[src/rtl/pc_sequencer_pkg.sv]
// Shared constants for the PC sequencer: branch condition codes, FSM state
// encoding, default widths and the branch-condition evaluator.
package pc_sequencer_pkg;

   localparam int DEFAULT_AW        = 9;
   localparam int DEFAULT_RAS_DEPTH = 4;

   localparam logic [2:0] COND_B   = 3'b000;
   localparam logic [2:0] COND_BEQ = 3'b001;
   localparam logic [2:0] COND_BNE = 3'b010;
   localparam logic [2:0] COND_BLT = 3'b011;
   localparam logic [2:0] COND_BLE = 3'b100;
   localparam logic [2:0] COND_BL  = 3'b101;
   localparam logic [2:0] COND_BX  = 3'b110;
   localparam logic [2:0] COND_BLX = 3'b111;

   localparam logic [0:0] ST_RUN  = 1'b0;
   localparam logic [0:0] ST_HALT = 1'b1;

   // Unconditional codes (B, BL, BX, BLX) always report taken.
   function automatic logic cond_taken(input logic [2:0] cond,
                                       input logic z, input logic n, input logic v);
      logic res;
      res = 1'b1;
      case (cond)
         COND_BEQ: res = z;
         COND_BNE: res = ~z;
         COND_BLT: res = n ^ v;
         COND_BLE: res = (n ^ v) | z;
         default:  res = 1'b1;
      endcase
      return res;
   endfunction

endpackage

[src/rtl/pc_sequencer_if.sv]
// Control/status bundle between the PC sequencer (slave) and its driver
// (master, typically the instruction decode or a testbench).
interface pc_sequencer_if #(
   parameter int AW = 9
);
   logic          load_pc;
   logic          reset_pc;
   logic          br_en;
   logic [2:0]    cond;
   logic [AW-1:0] sximm;
   logic [AW-1:0] target;
   logic          Z;
   logic          N;
   logic          V;
   logic          halt;
   logic [AW-1:0] pc;
   logic [AW-1:0] link_out;
   logic          taken;
   logic          halted;
   logic          ras_full;
   logic          ras_empty;
   logic          ras_err;

   modport master (
      output load_pc, reset_pc, br_en, cond, sximm, target, Z, N, V, halt,
      input  pc, link_out, taken, halted, ras_full, ras_empty, ras_err
   );

   modport slave (
      input  load_pc, reset_pc, br_en, cond, sximm, target, Z, N, V, halt,
      output pc, link_out, taken, halted, ras_full, ras_empty, ras_err
   );
endinterface

[src/rtl/pc_sequencer_ras.sv]
// Return-address stack as a circular buffer; a push when full overwrites the
// oldest entry and flags a sticky error, as does a pop when empty.
module pc_ras #(
   parameter int AW    = 9,
   parameter int DEPTH = 4
) (
   input  logic          clk,
   input  logic          rst_b,
   input  logic          i_clear,
   input  logic          i_push,
   input  logic          i_pop,
   input  logic [AW-1:0] i_data,
   output logic [AW-1:0] o_top,
   output logic          o_full,
   output logic          o_empty,
   output logic          o_err
);
   localparam int PW = $clog2(DEPTH);

   logic [AW-1:0] r_mem [DEPTH];
   logic [PW-1:0] r_wr;
   logic [PW:0]   r_cnt;
   logic          r_err;
   logic [PW-1:0] w_top_idx;
   logic          w_full;
   logic          w_empty;

   assign w_top_idx = r_wr - PW'(1);
   assign w_full    = (r_cnt == (PW+1)'(DEPTH));
   assign w_empty   = (r_cnt == '0);

   // When full, the write slot already holds the oldest entry.
   always_ff @(posedge clk) begin
      if (i_push && !i_clear) r_mem[r_wr] <= i_data;
   end

   always_ff @(posedge clk or negedge rst_b) begin
      if (!rst_b) begin
         r_wr  <= '0;
         r_cnt <= '0;
         r_err <= 1'b0;
      end else if (i_clear) begin
         r_wr  <= '0;
         r_cnt <= '0;
         r_err <= 1'b0;
      end else if (i_push) begin
         r_wr <= r_wr + PW'(1);
         if (w_full) r_err <= 1'b1;
         else        r_cnt <= r_cnt + (PW+1)'(1);
      end else if (i_pop) begin
         if (w_empty) begin
            r_err <= 1'b1;
         end else begin
            r_wr  <= w_top_idx;
            r_cnt <= r_cnt - (PW+1)'(1);
         end
      end
   end

   assign o_top   = r_mem[w_top_idx];
   assign o_full  = w_full;
   assign o_empty = w_empty;
   assign o_err   = r_err;

endmodule

[src/rtl/pc_sequencer.sv]
// Program-counter sequencer with RUN/HALT control; define PC_SEQ_RAS_EN to
// build in the return-address stack used by BL/BLX/BX.
//   state   | meaning
//   ST_RUN  | pc advances on load_pc
//   ST_HALT | pc/taken/stack frozen until reset_pc or reset
module pc_sequencer
   import pc_sequencer_pkg::*;
#(
   parameter int            AW        = DEFAULT_AW,
   parameter int            RAS_DEPTH = DEFAULT_RAS_DEPTH,
   parameter logic [AW-1:0] RESET_VEC = '0
) (
   input logic           clk,
   input logic           reset,
   pc_sequencer_if.slave bus
);
   if (RAS_DEPTH < 2 || (RAS_DEPTH & (RAS_DEPTH - 1)) != 0) begin : g_bad_depth
      $error("RAS_DEPTH must be a power of two and at least 2");
   end

   logic [0:0]    r_state;
   logic [AW-1:0] r_pc;
   logic          r_taken;
   logic [AW-1:0] w_link;
   logic [AW-1:0] w_br_tgt;
   logic [AW-1:0] w_next_pc;
   logic          w_next_taken;
   logic [AW-1:0] w_ras_top;
   logic          w_ras_full;
   logic          w_ras_empty;
   logic          w_ras_err;

   assign w_link   = r_pc + AW'(1);
   assign w_br_tgt = w_link + bus.sximm;

`ifdef PC_SEQ_RAS_EN
   logic w_upd;
   logic w_push;
   logic w_pop;

   assign w_upd  = (r_state == ST_RUN) && bus.load_pc && !bus.halt && !bus.reset_pc;
   assign w_push = w_upd && bus.br_en && (bus.cond == COND_BL || bus.cond == COND_BLX);
   // BX on an empty stack still pops so the stack flags the error itself.
   assign w_pop  = w_upd && bus.br_en && (bus.cond == COND_BX);

   pc_ras #(
      .AW    (AW),
      .DEPTH (RAS_DEPTH)
   ) u_ras (
      .clk     (clk),
      .rst_b   (reset),
      .i_clear (bus.reset_pc),
      .i_push  (w_push),
      .i_pop   (w_pop),
      .i_data  (w_link),
      .o_top   (w_ras_top),
      .o_full  (w_ras_full),
      .o_empty (w_ras_empty),
      .o_err   (w_ras_err)
   );
`else
   assign w_ras_top   = bus.target;
   assign w_ras_full  = 1'b0;
   assign w_ras_empty = 1'b1;
   assign w_ras_err   = 1'b0;
`endif

   always_comb begin
      w_next_pc    = w_link;
      w_next_taken = 1'b0;
      if (bus.br_en) begin
         w_next_taken = cond_taken(bus.cond, bus.Z, bus.N, bus.V);
         case (bus.cond)
            COND_BX:  w_next_pc = w_ras_empty ? bus.target : w_ras_top;
            COND_BLX: w_next_pc = bus.target;
            default:  w_next_pc = w_next_taken ? w_br_tgt : w_link;
         endcase
      end
   end

   always_ff @(posedge clk or negedge reset) begin
      if (!reset) begin
         r_state <= ST_RUN;
         r_pc    <= RESET_VEC;
         r_taken <= 1'b0;
      end else if (bus.reset_pc) begin
         r_state <= ST_RUN;
         r_pc    <= RESET_VEC;
         r_taken <= 1'b0;
      end else if (r_state == ST_RUN && bus.load_pc) begin
         if (bus.halt) begin
            r_state <= ST_HALT;
         end else begin
            r_pc    <= w_next_pc;
            r_taken <= w_next_taken;
         end
      end
   end

   assign bus.pc        = r_pc;
   assign bus.link_out  = w_link;
   assign bus.taken     = r_taken;
   assign bus.halted    = (r_state == ST_HALT);
   assign bus.ras_full  = w_ras_full;
   assign bus.ras_empty = w_ras_empty;
   assign bus.ras_err   = w_ras_err;

endmodule

[src/flat_wrapper.sv]
// flat-port wrapper written by rule: the top's interface ports become plain ports
module pc_sequencer_flat import pc_sequencer_pkg::*;
#(
   parameter int            AW        = DEFAULT_AW,
   parameter int            RAS_DEPTH = DEFAULT_RAS_DEPTH,
   parameter logic [AW-1:0] RESET_VEC = '0
)
  (clk, reset, bus_load_pc, bus_reset_pc, bus_br_en, bus_cond, bus_sximm, bus_target, bus_Z, bus_N, bus_V, bus_halt, bus_pc, bus_link_out, bus_taken, bus_halted, bus_ras_full, bus_ras_empty, bus_ras_err);
  pc_sequencer_if #(.AW(AW)) bus_i ();
  input logic clk;
  input logic reset;
  input wire logic [$bits(bus_i.load_pc)-1:0] bus_load_pc;
  input wire logic [$bits(bus_i.reset_pc)-1:0] bus_reset_pc;
  input wire logic [$bits(bus_i.br_en)-1:0] bus_br_en;
  input wire logic [$bits(bus_i.cond)-1:0] bus_cond;
  input wire logic [$bits(bus_i.sximm)-1:0] bus_sximm;
  input wire logic [$bits(bus_i.target)-1:0] bus_target;
  input wire logic [$bits(bus_i.Z)-1:0] bus_Z;
  input wire logic [$bits(bus_i.N)-1:0] bus_N;
  input wire logic [$bits(bus_i.V)-1:0] bus_V;
  input wire logic [$bits(bus_i.halt)-1:0] bus_halt;
  output wire logic [$bits(bus_i.pc)-1:0] bus_pc;
  output wire logic [$bits(bus_i.link_out)-1:0] bus_link_out;
  output wire logic [$bits(bus_i.taken)-1:0] bus_taken;
  output wire logic [$bits(bus_i.halted)-1:0] bus_halted;
  output wire logic [$bits(bus_i.ras_full)-1:0] bus_ras_full;
  output wire logic [$bits(bus_i.ras_empty)-1:0] bus_ras_empty;
  output wire logic [$bits(bus_i.ras_err)-1:0] bus_ras_err;
  assign bus_i.load_pc = bus_load_pc;
  assign bus_i.reset_pc = bus_reset_pc;
  assign bus_i.br_en = bus_br_en;
  assign bus_i.cond = bus_cond;
  assign bus_i.sximm = bus_sximm;
  assign bus_i.target = bus_target;
  assign bus_i.Z = bus_Z;
  assign bus_i.N = bus_N;
  assign bus_i.V = bus_V;
  assign bus_i.halt = bus_halt;
  assign bus_pc = bus_i.pc;
  assign bus_link_out = bus_i.link_out;
  assign bus_taken = bus_i.taken;
  assign bus_halted = bus_i.halted;
  assign bus_ras_full = bus_i.ras_full;
  assign bus_ras_empty = bus_i.ras_empty;
  assign bus_ras_err = bus_i.ras_err;
  pc_sequencer #(.AW(AW), .RAS_DEPTH(RAS_DEPTH), .RESET_VEC(RESET_VEC)) u_core (.clk(clk), .reset(reset), .bus(bus_i));
endmodule
[config.mk]
export PLATFORM = sky130hd
export DESIGN_NAME = pc_sequencer_flat
export DESIGN_NICKNAME = d
export VERILOG_FILES = /design/src/rtl/pc_sequencer_pkg.sv /design/src/rtl/pc_sequencer_if.sv /design/src/rtl/pc_sequencer_ras.sv /design/src/rtl/pc_sequencer.sv /design/src/flat_wrapper.sv
export SDC_FILE = /design/constraint.sdc
export NUM_CORES = 1
export LEC_CHECK = 0
export ABC_AREA = 1
export BUFFER_PORTS_ARGS = -buffer_cell sky130_fd_sc_hd__clkbuf_2
export CORE_MARGIN = 2
export CORE_UTILIZATION = 54
export CTS_BUF_LIST = sky130_fd_sc_hd__clkbuf_8
export CTS_CLUSTER_SIZE = 14
export DETAILED_ROUTE_END_ITERATION = 10
export GPL_TIMING_DRIVEN = 0
export PLACE_DENSITY = 0.88
export RECOVER_POWER = 100
export SKIP_CTS_REPAIR_TIMING = 1
export SLEW_MARGIN = 20
export SYNTH_ARGS = -nofsm -noshare
export SYNTH_HDL_FRONTEND = slang
export SYNTH_SLANG_ARGS = --single-unit
[constraint.sdc]
create_clock -name clk -period 3.9 [get_ports clk]
set_clock_uncertainty 0.2 [all_clocks]
set_input_delay 0.39 -clock clk [delete_from_list [all_inputs] [get_ports clk]]
set_output_delay 0.39 -clock clk [all_outputs]
set_load 0.03 [all_outputs]
=== Yosys cells after proc, flatten, opt, wreduce, memory -nomap -nowiden ===
Index checks and enable logic that the tools add are counted.
W data, S select, Z words.

* Flip-flop bits (word level): 11
* Input port bits: 30
* Word-level logic and storage cells: 37

* $add $sub $neg: 2
* Equality and inequality tests: 7
* Multiplexer cells: 15
* Bitwise operators: 4
* Reductions and logical operators: 6

{| class="wikitable"
|+ Operators by type and width
! operator !! count
|-
| $mux W9 || 6
|-
| $add A9 B1 Y9 const B || 1
|-
| $add A9 B9 Y9 || 1
|-
| $eq A3 B3 Y1 const B || 3
|-
| $mux W1 || 8
|-
| $eq A3 B2 Y1 const B || 2
|-
| $pmux W1 S4 || 1
|-
| $reduce_and A2 Y1 || 2
|-
| $reduce_bool A2 Y1 || 2
|-
| $eq A3 B1 Y1 const B || 1
|-
| $ne A2 B2 Y1 const B || 1
|-
| $not A1 Y1 || 2
|-
| $reduce_or A2 Y1 || 1
|-
| $logic_and A1 B1 Y1 || 1
|-
| $or A1 B1 Y1 || 1
|-
| $xor A1 B1 Y1 || 1
|}

=== Logic depth before layout (Yosys ltp) ===
* Depth in word-level cells: 10
* Mapped depth: 19
* Mapped depth without buffers: 19

=== Least setup slack after synthesis ===
Ideal clock, no wire load.

* Kind: register to register
* Start point: register u_core.r_pc[0] (netlist: u_core.bus.pc[0])
* End point: register u_core.r_pc[7] (netlist: u_core.bus.pc[7])
* Setup time: 117 ps
* Arrival time: 2653 ps
* Slack: 930 ps
* Cell stages (with the launch flop): 16
* Clock period less this slack: 2970 ps
* Cells stage by stage: dfrtp_1 -> ha_1 -> nand2_1 -> nor2_2 -> xor2_1 -> ha_1 -> inv_1 -> o21bai_1 -> a21oi_1 -> nand2_1 -> nand2_1 -> nand3_1 -> o21ai_0 -> nand2_1 -> nand2_1 -> nand2_1

* Longest elaborated chain between the ends: 8

{| class="wikitable"
|+ Ends and longest elaborated chain
! element !! RTL line !! source
|-
| from (decl) || pc_sequencer.sv:22 || <nowiki>logic [AW-1:0] r_pc;</nowiki>
|-
| from (signal assigned) || pc_sequencer.sv:94 || <nowiki>r_pc <= w_next_pc;</nowiki>
|-
| $add A9 B1 Y9 || pc_sequencer.sv:33 || <nowiki>assign w_link = r_pc + AW'(1);</nowiki>
|-
| named net bus_link_out[4] || flat_wrapper.sv:23 || <nowiki>output wire logic [$bits(bus_i.link_out)-1:0] bus_link_out;</nowiki>
|-
| $add A9 B9 Y9 || pc_sequencer.sv:34 || <nowiki>assign w_br_tgt = w_link + bus.sximm;</nowiki>
|-
| $mux W9 || pc_sequencer.sv:76 || <nowiki>default: w_next_pc = w_next_taken ? w_br_tgt : w_link;</nowiki>
|-
| $mux W9 || pc_sequencer.sv:73 || <nowiki>case (bus.cond)</nowiki>
|-
| $mux W9 || pc_sequencer.sv:71 || <nowiki>if (bus.br_en) begin</nowiki>
|-
| $mux W9 || pc_sequencer.sv:91 || <nowiki>if (bus.halt) begin</nowiki>
|-
| $mux W9 || pc_sequencer.sv:90 || <nowiki>end else if (r_state == ST_RUN && bus.load_pc) begin</nowiki>
|-
| $mux W9 || pc_sequencer.sv:86 || <nowiki>end else if (bus.reset_pc) begin</nowiki>
|}

The timed path passes the listed nets, and every way through them passes these cells. The select of a mux whose other input is x is not followed.
A chain may end at the register's enable or synchronous reset.

=== Worst setup path in the final report ===
* Start point: register u_core.r_pc[0] (netlist: u_core.bus.pc[0])
* End point: register u_core.r_pc[8] (netlist: u_core.bus.pc[8])

* Longest elaborated chain between the ends: 8

{| class="wikitable"
|+ Ends and longest elaborated chain
! element !! RTL line
|-
| $add A9 B1 Y9 (*) || pc_sequencer.sv:33
|-
| $add A9 B9 Y9 || pc_sequencer.sv:34
|-
| $mux W9 || pc_sequencer.sv:76
|-
| $mux W9 || pc_sequencer.sv:73
|-
| $mux W9 (*) || pc_sequencer.sv:71
|-
| $mux W9 (*) || pc_sequencer.sv:91
|-
| $mux W9 (*) || pc_sequencer.sv:90
|-
| $mux W9 (*) || pc_sequencer.sv:86
|}

Mark *: on every way between the ends. The rest lies on a longest branch, timed or not. The select of a mux whose other input is x is not followed.

==> parameters.txt <==
Parameter                              Value

Outcome
  Result of the run ... finished clean

Synthesis
  Biggest area consumer among synthesized cells ... sky130_fd_sc_hd__nand2_1
  Commonest register cell after synthesis ... sky130_fd_sc_hd__dfrtp_1
  Proportion of register bits with asynchronous set or reset after synthesis ... 100%
  Mapped Area ... between 1000 and 1500 um^2
  Gate count after technology mapping ... roughly 210
  Yosys warns ... 0
  Yosys cell types ... 27
  Synth Register Bits ... 11
  Portion of the post-synthesis area used by sequential elements ... 21.4%
  Number of flops mapped to enable cells by yosys ... 0
  Cell types with the largest area share after synthesis ... sky130_fd_sc_hd__nand2_1 (23%), sky130_fd_sc_hd__dfrtp_1 (21%), sky130_fd_sc_hd__inv_1 (9.3%)
  Synth Area per Inst ... slightly above 6 um^2
  Share of the synthesized area in the top cell type ... 22.8%

Drt
  Vias after detailed routing ... approximately 1,400
  Average wire length per cell after detail routing ... about 11 um
  Number of remaining DRC errors ... 0
  Antenna Nets Post-Route ... 0
  Number of violations reported at the end of detailed-routing iteration 0 ... 21
  Detailed Routing Iterations Pass 1 ... 4
  Vias per inst ... 4.97
  Aggregate routed wire length ... between 3000 and 4000 um

Setup path
  Setup crit end kind ... flop
  Worst Setup Path Type ... flop to flop
  Reg2Reg Launch Point ... u_core.bus.pc[0]
  Critical path arrival ... 2750 ps
  Cells along the critical path ... ha_1 -> nand2_1 -> nor2_1 -> nand3_1 -> xor2_1 -> inv_1 -> ha_1 -> nand2_1 -> inv_1 -> a21oi_1 -> nand3_1 -> nand3_1 -> nand2_1 -> nand3_1 -> nand2_1 -> nand2_1 -> nand2_1
  Startpoint type of the worst setup path ... flop
  Worst path max stage delay ... a little over 400 ps
  Number of buffers and inverters on the critical path ... 2
  Reg2Reg Setup Slack ... 1070 ps
  Cell seen most often among critical-path stages ... sky130_fd_sc_hd__nand2_1
  Required time worst endpoint ... 3830 ps
  CP max stage cell ... sky130_fd_sc_hd__dfrtp_1
  CP top delay family ... simple AND/OR/NAND/NOR gates
  Maximum net fanout on the critical path ... 5
  Endpoint of the worst register-to-register path ... u_core.bus.pc[8]
  Worst Reg2Reg Path Length in Cells ... 17

Clock tree
  CTS root buf ... sky130_fd_sc_hd__clkbuf_8
  Number of buffers created by CTS ... 3
  Worst-path clk slew ... around 50 ps
  Number of sinks on the clock net ... 11
  H-tree depth ... 1
  Skew-Pair Late Insertion Delay ... approximately 240 ps
  TritonCTS clock tree ... yes
  Max Buffers Root-to-Sink ... 2

Floorplanning
  Die Outline Area ... between 2000 and 3000 um^2
  Io pins ... 53
  Die height ... roughly 53 um
  Initial core utilization ... around 58%
  Width of the chip ... between 50 and 60 um
  CORE AREA ... between 2000 and 2500 um^2
  Number of cell rows ... 17

Cells and area
  Count of nets after finishing ... around 300
  Most used cells in the layout excluding fill and tap cells ... sky130_fd_sc_hd__nand2_1 (78), sky130_fd_sc_hd__inv_1 (33), sky130_fd_sc_hd__clkbuf_2 (29)
  Layout overhead on the synthesized area ... 24.2%
  Final standard cell count with taps included and fillers excluded ... 290
  Share of post-route cells with drive strength above 1 ... between 10% and 20%
  Antenna Diode Count ... 0
  Post-route cell area ... ~1600 um^2
  Most frequent standard cell in the layout excluding fill and tap cells ... sky130_fd_sc_hd__nand2_1

Global route
  Maximum number of pins on one net before global-route repair ... 12
  Number of global-route vias before repair ... about 1,300
  Met1 capacity usage during global routing ... a little under a third
  M3 GR Usage ... 5.71%
  Residual overflow from global routing ... 0
  Gr usage total ... approximately a quarter
  Routing layer with the top usage in global route ... met2
  Wire length of the first global-routing pass ... 5080 um
  Global routing usage on met2 ... between 40% and 50%
  Number of antenna violations at the first check in global routing ... 0

Worst hold path
  Hold Path Class ... input pin to flop
  Hold Path Depth ... 2
  Critical hold path startpoint ... bus_reset_pc
  Capture endpoint of the worst hold path ... u_core.bus.halted

Placed design
  Gpl congestion ... around 0.76
  Placed cell count ... ~290
  Half-perimeter wire length after placement ... approximately 2600 um
  Placed instance area ... between 1500 and 2000 um^2
  Port bufs ... 49

STA
  Crit path time final ... 2830 ps
  Period utilisation layout ... between 70% and 80%
  Final setup fails ... 0
  RSZ-0062 raised after global routing ... false
  Pin slew with the least headroom to its limit ... ~610 ps
  Accumulated negative setup slack ... 0 ps
  Timing-limited maximum frequency ... 354 MHz
  Count of pins over their slew limit ... 0
  Final hold viol count ... 0
  Max-Slew Margin vs Limit ... 59.3%

Pwr
  VDD IR-drop max ... just over 0.3 mV
  Power Dens Cells ... approximately 250 nW/um^2
  Reported leakage power ... 0.000975 uW

Flow run
  Maxcap violations ... 0
## cells by family after synthesis
| family | after synthesis | synth area share [%] |
|---|---|---|
| AOI/OAI and AO/OA | 26 | 11.9 |
| xor gates and xnor gates | 8 | 5.45 |
| adders and majority gates | 10 | 10.3 |
| buffers and inverters | 37 | 12.0 |
| DFF | 11 | 21.4 |
| other | 2 | 0.584 |
| and+or+nand+nor | 113 | 38.4 |
## cell usage after synthesis (3+ instances only)
master / n
sky130_fd_sc_hd__nor2_1: 6
sky130_fd_sc_hd__o22ai_1: 3
sky130_fd_sc_hd__dfrtp_1: 11
sky130_fd_sc_hd__nand4_1: 3
sky130_fd_sc_hd__buf_4: 4
sky130_fd_sc_hd__a21oi_1: 12
sky130_fd_sc_hd__xor2_1: 8
sky130_fd_sc_hd__or2_2: 3
sky130_fd_sc_hd__nand2_1: 78
sky130_fd_sc_hd__ha_1: 9
sky130_fd_sc_hd__inv_1: 32
sky130_fd_sc_hd__nand3_1: 13
sky130_fd_sc_hd__o21ai_0: 6
## worst reg2reg max path: cells and delay by family, from the launching register on
family	cells	cell delay [ps]
simple gates	11	1020
fa+ha+maj	2	540
compound gates	1	190
flops	1	410
buf+inv	2	140
xor+xnor	1	210
## registers in the layout (all words and copies together), names as in the netlist
name,count
u_core.bus.halted,1
u_core.bus.taken,1
u_core.bus.pc,9
## worst max path at each step
| stage | from | endpoint | slack, ps | cells after the start |
|---|---|---|---|---|
| floorplan | u_core.bus.pc[0] | u_core.bus.pc[7] | 930 | 15 |
| global placement | u_core.bus.pc[0] | u_core.bus.pc[8] | 1250 | 17 |
| detailed placement | u_core.bus.pc[0] | u_core.bus.pc[8] | 1180 | 17 |
| CTS | u_core.bus.pc[0] | u_core.bus.pc[8] | 1170 | 17 |
| global route | u_core.bus.pc[0] | u_core.bus.pc[8] | 810 | 18 |
| finish | u_core.bus.pc[0] | u_core.bus.pc[8] | 1070 | 17 |
## routing by layer
layer  share of wire (%)  up-vias
met2                  49       50
met4                0.44        0
met1                  44      628
met3                 6.7        2
li1                    -      761
met5                   0        -
## layout make-up
class                           count  area [um^2]
Fill cell                         227          636
Timing Repair Buffer               50          230
Inverter                           33          124
Sequential cell                    11          275
Multi-Input combinational cell    160          858
Clock inverter                      1         3.75
Buffer                              4         30.0
Clock buffer                        3         41.3
Tap cell                           28         35.0
## stage by stage
stage / setup slack [ps] / power, uW / util, % / hold WS (ps)
4_1_cts: 1170 / 406 / 72.3 / -173
5_1_grt: 805 / 429 / 71.5 / 145
3_3_place_gp: 1250 / 290 / 70.3 / 77.4
2_1_floorplan: 930 / 245 / - / -106
3_5_place_dp: 1180 / 295 / 70.3 / 79.3
6_report: 1070 / 401 / 71.5 / 129
## power breakdown
part	switching, uW	internal, uW
Combinational	107	57.1
Sequential	7.09	120
Clock	41.3	69.0
Total	155	246
(Power assumes the default switching activity.)
